### src/rtl/tetris_key_pkg.sv
// Shared definitions for the Tetris key-input conditioner: HID keycodes,
// the per-channel DAS state encoding, the action bundle, and the
// keycode-to-action decode. The decode maps the HID arrow keys onto the
// WASD channels only when TETRIS_KEYIN_ARROWS_EN is defined.
package tetris_key_pkg;

    // HID usage codes the conditioner understands
    localparam logic [7:0] KC_NONE        = 8'h00;
    localparam logic [7:0] KC_ROLLOVER    = 8'h01;
    localparam logic [7:0] KC_LEFT        = 8'h04;
    localparam logic [7:0] KC_RIGHT       = 8'h07;
    localparam logic [7:0] KC_DOWN        = 8'h16;
    localparam logic [7:0] KC_ROT         = 8'h1A;
    localparam logic [7:0] KC_START       = 8'h28;
    localparam logic [7:0] KC_DROP        = 8'h2C;
    localparam logic [7:0] KC_ARROW_RIGHT = 8'h4F;
    localparam logic [7:0] KC_ARROW_LEFT  = 8'h50;
    localparam logic [7:0] KC_ARROW_DOWN  = 8'h51;
    localparam logic [7:0] KC_ARROW_UP    = 8'h52;

    typedef enum logic [1:0] {
        IDLE   = 2'd0,
        DELAY  = 2'd1,
        REPEAT = 2'd2
    } das_state_t;

    typedef struct packed {
        logic left;
        logic right;
        logic down;
        logic rotate;
        logic drop;
        logic start;
    } action_t;

    // Map one keycode slot to the action it requests (empty and unmapped
    // codes request nothing).
    function automatic action_t decode_slot(input logic [7:0] code);
        action_t a;
        a = '0;
        case (code)
            KC_LEFT:        a.left   = 1'b1;
            KC_RIGHT:       a.right  = 1'b1;
            KC_DOWN:        a.down   = 1'b1;
            KC_ROT:         a.rotate = 1'b1;
            KC_DROP:        a.drop   = 1'b1;
            KC_START:       a.start  = 1'b1;
`ifdef TETRIS_KEYIN_ARROWS_EN
            KC_ARROW_LEFT:  a.left   = 1'b1;
            KC_ARROW_RIGHT: a.right  = 1'b1;
            KC_ARROW_DOWN:  a.down   = 1'b1;
            KC_ARROW_UP:    a.rotate = 1'b1;
`endif
            default:        a = '0;
        endcase
        return a;
    endfunction

    // Pick the single keycode the controller sees when several actions fire
    // in one frame: start beats drop beats rotate beats the moves.
    function automatic logic [7:0] action_keycode(input action_t fire);
        logic [7:0] kc;
        kc = KC_NONE;
        if (fire.start)       kc = KC_START;
        else if (fire.drop)   kc = KC_DROP;
        else if (fire.rotate) kc = KC_ROT;
        else if (fire.left)   kc = KC_LEFT;
        else if (fire.right)  kc = KC_RIGHT;
        else if (fire.down)   kc = KC_DOWN;
        return kc;
    endfunction

endpackage

### src/rtl/tetris_das_channel.sv
// One delayed-auto-shift channel: fires on a fresh press, again after
// DAS_FRAMES frames, then every ARR_FRAMES frames while held. Advances only
// on tick; fire is valid only in the tick cycle.
module tetris_das_channel
    import tetris_key_pkg::*;
#(
    parameter int DAS_FRAMES = 10,
    parameter int ARR_FRAMES = 3,
    parameter int CNT_W      = 6
) (
    input  logic clk,
    input  logic reset_n,
    input  logic tick,
    input  logic press,
    output logic fire
);

    // Counter values at which the delay and repeat intervals expire.
    localparam logic [CNT_W-1:0] DAS_LAST = CNT_W'(DAS_FRAMES - 1);
    localparam logic [CNT_W-1:0] ARR_LAST = CNT_W'(ARR_FRAMES - 1);

    das_state_t       state_q, state_d;
    logic [CNT_W-1:0] cnt_q,   cnt_d;

    // State register with synchronous active-low reset.
    // NOTE: sequential state uses <= so every flop samples pre-edge values;
    // blocking = here would chain flops into combinational paths.
    always_ff @(posedge clk) begin
        if (!reset_n) begin
            state_q <= IDLE;
            cnt_q   <= '0;
        end else begin
            state_q <= state_d;
            cnt_q   <= cnt_d;
        end
    end

    // Next-state and counter update, evaluated once per frame tick.
    // NOTE: every signal gets a default at the top of the block so no path
    // leaves it unassigned, which would infer a latch.
    always_comb begin
        state_d = state_q;
        cnt_d   = cnt_q;
        if (tick) begin
            case (state_q)
                IDLE: begin
                    if (press) begin
                        state_d = DELAY;
                        cnt_d   = '0;
                    end
                end
                DELAY: begin
                    if (!press) begin
                        state_d = IDLE;
                        cnt_d   = '0;
                    end else if (cnt_q == DAS_LAST) begin
                        state_d = REPEAT;
                        cnt_d   = '0;
                    end else begin
                        cnt_d = cnt_q + CNT_W'(1);
                    end
                end
                REPEAT: begin
                    if (!press) begin
                        state_d = IDLE;
                        cnt_d   = '0;
                    end else if (cnt_q == ARR_LAST) begin
                        cnt_d = '0;
                    end else begin
                        cnt_d = cnt_q + CNT_W'(1);
                    end
                end
                default: begin
                    state_d = IDLE;
                    cnt_d   = '0;
                end
            endcase
        end
    end

    // Fire decode: fresh press, DAS expiry, or ARR expiry while held.
    always_comb begin
        fire = 1'b0;
        if (tick && press) begin
            case (state_q)
                IDLE:    fire = 1'b1;
                DELAY:   fire = (cnt_q == DAS_LAST);
                REPEAT:  fire = (cnt_q == ARR_LAST);
                default: fire = 1'b0;
            endcase
        end
    end

endmodule

### src/rtl/tetris_key_input.sv
// Conditions four HID keycode slots into per-frame Tetris actions for the
// vsync-clocked game controller. vsync is synchronized into clk and turned
// into frame_tick; all key state advances only on frame_tick, and the
// action outputs are registered for the whole following frame.
// Optional: define TETRIS_KEYIN_ARROWS_EN to alias HID arrow keys onto
// the left/right/down/rotate channels.
module tetris_key_input
    import tetris_key_pkg::*;
#(
    parameter int DAS_FRAMES = 10,
    parameter int ARR_FRAMES = 3,
    parameter int CNT_W      = 6
) (
    input  logic        clk,
    input  logic        reset_n,
    input  logic        vsync,
    input  logic [31:0] keycode,
    output logic        frame_tick,
    output logic [7:0]  keycode_out,
    output logic        act_left,
    output logic        act_right,
    output logic        act_down,
    output logic        act_rotate,
    output logic        act_drop,
    output logic        act_start
);

    logic       vsync_meta_q, vsync_meta_d;
    logic       vsync_sync_q, vsync_sync_d;
    logic       vsync_prev_q, vsync_prev_d;
    logic       frame_tick_q, frame_tick_d;
    action_t    pressed_q,    pressed_d;
    action_t    act_q,        act_d;
    logic [7:0] keycode_out_q, keycode_out_d;

    action_t    raw_pressed;
    action_t    pressed;
    action_t    fire;
    logic       rollover;
    logic       eff_left, eff_right;
    logic       fire_left, fire_right, fire_down;

    // Two-flop synchronizer plus edge detect for the foreign-domain vsync.
    always_comb begin
        vsync_meta_d = vsync;
        vsync_sync_d = vsync_meta_q;
        vsync_prev_d = vsync_sync_q;
        frame_tick_d = vsync_sync_q & ~vsync_prev_q;
    end

    // Sample the four slots; ErrorRollOver freezes the pressed vector.
    always_comb begin
        raw_pressed = '0;
        rollover    = 1'b0;
        for (int i = 0; i < 4; i++) begin
            if (keycode[i*8 +: 8] == KC_ROLLOVER) rollover = 1'b1;
            raw_pressed = raw_pressed | decode_slot(keycode[i*8 +: 8]);
        end
        pressed   = rollover ? pressed_q : raw_pressed;
        // Opposing moves cancel so neither side auto-shifts.
        eff_left  = pressed.left  & ~pressed.right;
        eff_right = pressed.right & ~pressed.left;
        pressed_d = frame_tick_q ? pressed : pressed_q;
    end

    tetris_das_channel #(
        .DAS_FRAMES (DAS_FRAMES),
        .ARR_FRAMES (ARR_FRAMES),
        .CNT_W      (CNT_W)
    ) u_das_left (
        .clk     (clk),
        .reset_n (reset_n),
        .tick    (frame_tick_q),
        .press   (eff_left),
        .fire    (fire_left)
    );

    tetris_das_channel #(
        .DAS_FRAMES (DAS_FRAMES),
        .ARR_FRAMES (ARR_FRAMES),
        .CNT_W      (CNT_W)
    ) u_das_right (
        .clk     (clk),
        .reset_n (reset_n),
        .tick    (frame_tick_q),
        .press   (eff_right),
        .fire    (fire_right)
    );

    tetris_das_channel #(
        .DAS_FRAMES (DAS_FRAMES),
        .ARR_FRAMES (ARR_FRAMES),
        .CNT_W      (CNT_W)
    ) u_das_down (
        .clk     (clk),
        .reset_n (reset_n),
        .tick    (frame_tick_q),
        .press   (pressed.down),
        .fire    (fire_down)
    );

    // Gather this frame's firings and latch them for the whole frame.
    always_comb begin
        fire        = '0;
        fire.left   = fire_left;
        fire.right  = fire_right;
        fire.down   = fire_down;
        fire.rotate = frame_tick_q & pressed.rotate & ~pressed_q.rotate;
        fire.drop   = frame_tick_q & pressed.drop   & ~pressed_q.drop;
        fire.start  = frame_tick_q & pressed.start  & ~pressed_q.start;
        act_d         = frame_tick_q ? fire                 : act_q;
        keycode_out_d = frame_tick_q ? action_keycode(fire) : keycode_out_q;
    end

    // All registers of the block, synchronously reset to the idle frame.
    always_ff @(posedge clk) begin
        if (!reset_n) begin
            vsync_meta_q  <= 1'b0;
            vsync_sync_q  <= 1'b0;
            vsync_prev_q  <= 1'b0;
            frame_tick_q  <= 1'b0;
            pressed_q     <= '0;
            act_q         <= '0;
            keycode_out_q <= KC_NONE;
        end else begin
            vsync_meta_q  <= vsync_meta_d;
            vsync_sync_q  <= vsync_sync_d;
            vsync_prev_q  <= vsync_prev_d;
            frame_tick_q  <= frame_tick_d;
            pressed_q     <= pressed_d;
            act_q         <= act_d;
            keycode_out_q <= keycode_out_d;
        end
    end

    assign frame_tick  = frame_tick_q;
    assign keycode_out = keycode_out_q;
    assign act_left    = act_q.left;
    assign act_right   = act_q.right;
    assign act_down    = act_q.down;
    assign act_rotate  = act_q.rotate;
    assign act_drop    = act_q.drop;
    assign act_start   = act_q.start;

endmodule
### config.mk
export PLATFORM = sky130hd
export DESIGN_NAME = tetris_key_input
export DESIGN_NICKNAME = d
export VERILOG_FILES = /design/src/rtl/tetris_key_pkg.sv /design/src/rtl/tetris_das_channel.sv /design/src/rtl/tetris_key_input.sv
export SDC_FILE = /design/constraint.sdc
export NUM_CORES = 1
export LEC_CHECK = 0
export ABC_CLOCK_PERIOD_IN_PS = 3110
export CAP_MARGIN = 20
export CORE_MARGIN = 2
export CORE_UTILIZATION = 54
export DETAILED_ROUTE_END_ITERATION = 8
export GPL_ROUTABILITY_DRIVEN = 1
export PLACE_DENSITY = 0.9
export REMOVE_ABC_BUFFERS = 1
export SLEW_MARGIN = 25
export SYNTH_ARGS = -nofsm -noshare
export SYNTH_HDL_FRONTEND = slang
export SYNTH_SLANG_ARGS = --single-unit
### constraint.sdc
create_clock -name clk -period 3.11 [get_ports clk]
set_input_delay 0.622 -clock clk [delete_from_list [all_inputs] [get_ports clk]]
set_output_delay 0.622 -clock clk [all_outputs]
set_load 0.005 [all_outputs]
---- After elaboration in Yosys (flattened, before gate mapping) ----
Cells that the tools add are included.
storage, ports and cells
  register bits ........................... 48
  bits in latches ......................... 0
  RAM bits ................................ 0
  memory bits (read-only) ................. 0
  input port bits ......................... 35
  output and inout port bits .............. 15
  logic and storage cells ................. 179
  memories kept ........................... 0
cells by class
  add/subtract/negate cells ............... 3
  multipliers ............................. 0
  divide/modulo/power cells ............... 0
  order comparisons ....................... 0
  equal/unequal tests ..................... 49
  shifts and indexed selects .............. 0
  muxes and demuxes ....................... 74
  bitwise logic cells ..................... 18
  reductions and logical operators ........ 12
operators with widths
  operator               count
  $mux W6                18
  $eq A8 B3 Y1 const B   8
  $eq A8 B5 Y1 const B   8
  $eq A8 B6 Y1 const B   8
  $pmux W6 S3            3
  $eq A8 B1 Y1 const B   4
  $mux W1                31
  $mux W2                12
  $mux W5                4
  $add A6 B1 Y6 const B  3
  $eq A6 B2 Y1 const B   3
  $eq A6 B4 Y1 const B   3
  $or A6 B6 Y6           3
  $pmux W2 S3            3
  $reduce_and A4 Y1      3
  $and A1 B1 Y1          9
  $pmux W1 S3            3
  $ne A2 B2 Y1 const B   4
  $eq A2 B1 Y1 const B   3
  $eq A2 B2 Y1 const B   3
  $logic_not A2 Y1       3
  $ne A3 B3 Y1 const B   2
  $not A1 Y1             6
  $reduce_and A2 Y1      3
  other kinds (3)        6

---- Logic depth before layout (Yosys ltp) ----
  depth in word-level cells ............... 15
  mapped depth ............................ 9
  mapped depth without buffers ............ 8

---- Modules after synthesis ----
A second synthesis with hierarchy kept.
unflattened totals
  cells, all modules ...................... 406
  area, all modules ....................... 3233.1 sq um
modules (own cells, without submodules)
  module                               times used  cells each  area each (sq um)  seq. area each (sq um)
  tetris_key_input                     1           177         1476.4             440.4
  tetris_das_channel (u_das_down ...)  2           77          588.1              160.2
  tetris_das_channel (u_das_right)     1           75          580.6              160.2

---- Worst setup path before layout ----
OpenSTA, ideal clock, no wires.
  path type ............................... input to register
  start point ............................. in keycode[17]
  end point ............................... reg u_das_left.cnt_q[2]
  setup time .............................. 0.070 ns
  arrival ................................. 2.572 ns
  data required time ...................... 3.040 ns
  slack ................................... 0.468 ns
  stages .................................. 8
  buffers on the path ..................... 1
  cells stage by stage .................... nor4_2 -> nand2_1 -> and4_4 -> buf_2 -> mux2i_2 -> or3_4 -> or4b_1 -> a21oi_1
between the ends
  longest elaborated chain between the ends .. 9
  elaborated cells on any way between the ends .. 17
  classes of those cells .................. eq/ne (4); mux (8); bitwise (4); reduce/logical (1)
RTL lines
  what                                              line                      text
  start, declared                                   tetris_key_input.sv:17    input logic [31:0] keycode,
  $eq A8 B3 Y1                                      tetris_key_pkg.sv:41      case (code)
  $mux W1                                           tetris_key_pkg.sv:41
  $or A6 B6 Y6 (2 in a row)                         tetris_key_input.sv:57    raw_pressed = raw_pressed | decode_slot(keycode[i*8 +: 8]);
  $mux W6 (*)                                       tetris_key_input.sv:59    pressed = rollover ? pressed_q : raw_pressed;
  $not A1 Y1                                        tetris_key_input.sv:61    eff_left = pressed.left & ~pressed.right;
  $and A1 B1 Y1 (*)                                 tetris_key_input.sv:61
  $mux W6, or another cell as far along             tetris_das_channel.sv:64  if (!press) begin
  $pmux W6 S3 or $reduce_and A2 Y1 (tied branches)  --
  end signal, assigned                              tetris_das_channel.sv:34  cnt_q <= cnt_d;
  end, declared                                     tetris_das_channel.sv:23  logic [CNT_W-1:0] cnt_q, cnt_d;
Every way passes the cells marked *; elsewhere a longest branch is shown, timed or not.
A chain may end at the register's enable or synchronous reset.

---- Final worst setup path ----
  start point ............................. in keycode[12]
  end point ............................... reg u_das_left.cnt_q[2]
between the ends
  longest elaborated chain between the ends .. 10
  elaborated cells on any way between the ends .. 19
  classes of those cells .................. eq/ne (4); mux (9); bitwise (5); reduce/logical (1)
RTL lines
  what                                              line
  $eq A8 B3 Y1                                      tetris_key_pkg.sv:41
  $mux W1                                           tetris_key_pkg.sv:41
  $or A6 B6 Y6 (3 in a row)                         tetris_key_input.sv:57
  $mux W6 (*)                                       tetris_key_input.sv:59
  $not A1 Y1                                        tetris_key_input.sv:61
  $and A1 B1 Y1 (*)                                 tetris_key_input.sv:61
  $mux W6, or another cell as far along             tetris_das_channel.sv:64
  $pmux W6 S3 or $reduce_and A2 Y1 (tied branches)  --
Marks and branches as above.

==> flow_metrics.env <==
export IMPL_outcome="finished clean"
export IMPL_ys_warn_count=0
export IMPL_synth_area_top_cells="dfxtp_1 30%, ha_1 8.6%, a21oi_1 5.1%"
export IMPL_initial_core_util_pct=55.67
export IMPL_synthCells=380
export IMPL_fin_crit_ns=2.940
export IMPL_pin_count=50
export IMPL_final_common_cell="clkdlybuf4s50_1"
export IMPL_crit_type="in2reg"
export IMPL_timing_fmax_ghz=0.3401
export IMPL_clk_path_buf_depth=2
export IMPL_wl_um=8295
export IMPL_final_cell_mix="47 x clkdlybuf4s50_1, 46 x dfxtp_1, 42 x buf_4, 31 x a21oi_1, 29 x nor2_1"
export IMPL_clock_root_buffer="clkbuf_8"
export IMPL_synth_ff_type="dfxtp_1"
export IMPL_vias_per_cell=6.231
export IMPL_grt_antenna_before_repair=0
export IMPL_slowest_stage="or4b_1"
export IMPL_path_cells="clkdlybuf4s50_1 > buf_4 > nor4b_1 > nand3b_1 > nand4_1 > mux2i_2 > or3_4 > or4b_1 > a21oi_1"
export IMPL_hold_buffers=0
export IMPL_antenna_left=0
export IMPL_wl_per_cell_um=15.56
export IMPL_finalPower_w=0.001136
export IMPL_period_share_pct=94.55
export IMPL_worstPathRequired_ns=3.34
export IMPL_cell_internal_pwr_w=0.0008404
export IMPL_drt_iter0_drc=276
export IMPL_post_cts_setup_buffers=0
export IMPL_fp_dieH_um=79.35
export IMPL_worst_path_buf_inv=2
export IMPL_cts_sinks=46
export IMPL_insertion_delay_ns=0.30
export IMPL_p_per_area_nw_per_um2=286.2
export IMPL_combPwrFrac_pct=14.1
export IMPL_cts_htree_levels=2
export IMPL_gr_total_overflow=0
export IMPL_postSynth_asyncResetShare_pct=0
export IMPL_synth_cell_area_um2=3065
export IMPL_die_w_um=79.35
export IMPL_row_count=27
export IMPL_via_count=3321
export IMPL_dp_final_hpwl_um=6366
export IMPL_crit_path_end_kind="flop"
export IMPL_synth_top_cell_area_share_pct=30.04
export IMPL_power_frac_seq_pct=52.4
export IMPL_switching_share_pct=26.05
export IMPL_tritoncts="yes"
export IMPL_area_delta_synth_final_pct=29.55
export IMPL_clockPowerShare_pct=33.5
export IMPL_io_buffers=47
export IMPL_worst_hold_path_type="reg2reg"
export IMPL_tns_ns=0
export IMPL_core_area_um2=5507
export IMPL_crit_arrival_ns=3.17
export IMPL_switchingPower_w=0.0002960
export IMPL_maxCapViolations=0
export IMPL_grt_pass1_vias=3162
export IMPL_place_congestion=0.9178
export IMPL_skew_ns=0.002914
export IMPL_slew_violations=0
export IMPL_crit_family="simple AND/OR/NAND/NOR gates"
export IMPL_peakVddDrop_uv=320.1
export IMPL_rsz0062_at_grt="false"
export IMPL_start_kind="input pin"
export IMPL_track_usage_pct=27.55
export IMPL_grt_pass1_wl_um=14010
export IMPL_total_leakage_power_nw=1.443
export IMPL_drc=0
export IMPL_die_area_um2=6296
export IMPL_ys_types=64
export IMPL_synth_edf_count=0
export IMPL_setup_viol=0
export IMPL_cts_clk_slew_worst_paths_ns=0.09
export IMPL_antenna_cells=0
export IMPL_postCtsResizedCells=0
export IMPL_synth_seq_cells=46
export IMPL_syn_avg_cell_area_um2=8.067
export IMPL_synth_area_leader_cell="dfxtp_1"
export IMPL_hold_viol=0
export IMPL_fin_nets=516
export IMPL_cts_buffers_inserted=5
export IMPL_seq_area_frac_synth_pct=30.04
export IMPL_drt_first_pass_iters=5
export IMPL_layout_drive_gt1_share_pct=13.67
export IMPL_grt_max_degree=28
export IMPL_slowest_delay_ns=0.50
export IMPL_crit_fanout=7
## logic make-up (layout without fill, tap and decap cells)
logic type               count (synthesis)  count (layout)  share of synthesized area (%)
AND/OR/NAND/NOR                        167             167                          32.29
multiplexers                             6               6                          2.449
buffers and inverters                   38             118                          5.102
other                                    1               2                         0.1223
AO/OA/AOI/OAI                           98              98                          20.57
XOR/XNOR                                 3               3                         0.8573
flip-flops                              46              46                          30.04
adder cells (fa/ha/maj)                 21              21                          8.571
## registers in the layout, summed over array words and instances (netlist names)
name	cells
act_start	1
act_right	1
u_das_right.state_q	2
u_das_left.cnt_q	6
u_das_left.state_q	2
keycode_out	6
frame_tick	1
u_das_down.state_q	2
vsync_meta_q	1
pressed_q	6
act_down	1
act_left	1
act_drop	1
u_das_down.cnt_q	6
u_das_right.cnt_q	6
vsync_prev_d	1
act_rotate	1
vsync_prev_q	1
## power groups by stage
stage                      logic, W  registers [W]  clock network [W]
after floorplan           0.0000499       0.000611                  0
after CTS                  0.000157       0.000596           0.000392
after global routing       0.000173       0.000596           0.000409
after detailed placement   0.000156       0.000609                  0
final                      0.000160       0.000596           0.000380
after global placement     0.000152       0.000609                  0
## cells in the mapped netlist (all sizes together) (2+ instances only)
cell,instances
dfxtp,46
a21oi,31
nor2,29
o21ai,22
ha,21
inv,21
nand3,21
nand2,20
nand4,18
clkbuf,11
nor4b,10
nor3,9
nor2b,8
o211ai,8
and3,7
nand4b,7
nor4,7
buf,6
or3,6
and2,5
a21boi,4
a41oi,4
nand3b,4
o21a,4
a211oi,3
a32o,3
mux2,3
mux2i,3
nand2b,3
nor3b,3
nor4bb,3
or4,3
a22oi,2
a32oi,2
o2111ai,2
o31ai,2
xor2,2
## worst reg2reg max path, stage by stage (launching register included)
cell      delay [ns]
dfxtp_1         0.35
inv_1           0.12
ha_1            0.28
a21o_1          0.17
o211ai_1        0.14
or3_4           0.37
or4b_1          0.50
a21oi_1         0.16
## stage by stage
step	instance area, µm²	cells	util (%)	worst slack [ns]	hold WS (ns)
2_1_floorplan	2992	364	-	0.4208	0.3674
3_3_place_gp	3867	525	70.23	-0.01671	0.3709
3_5_place_dp	3867	525	70.23	-0.1333	0.3803
4_1_cts	3961	533	71.94	0.1877	0.3940
5_1_grt	3971	533	72.12	0.0009197	0.4166
6_report	3971	533	72.12	0.1695	0.3939
## final timing paths
| path | startpoint | endpoint | slack (ns) | cells past startpoint |
|---|---|---|---|---|
| min | vsync_prev_q | frame_tick | 0.39 | 1 |
| max | keycode[12] | u_das_left.cnt_q[2] | 0.17 | 9 |
| min reg2reg | vsync_prev_q | frame_tick | 0.39 | 1 |
| max reg2reg | u_das_left.state_q[1] | u_das_left.cnt_q[2] | 0.95 | 7 |
## metal layers
| layer | track usage (%) | vias to the layer above | wire length, µm |
|---|---|---|---|
| met4 | 8.276 | 0 | 152 |
| met1 | 33.97 | 1595 | 3523 |
| met2 | 48.98 | 114 | 4174 |
| met3 | 4.659 | 16 | 445 |
| li1 | - | 1596 | - |
| met5 | 0 | - | 0 |
## area by class of cell
cell class              instances  area (µm²)
multi-input cells             297        2002
clock buffers                   5       68.82
flip-flops and latches         46       920.9
repair buffers                 89       785.8
well taps                      72       90.09
clock inverters                 3       25.02
fillers                       411        1535
inverters                      21       78.83
No activity file was read; power rests on OpenSTA's default activity.
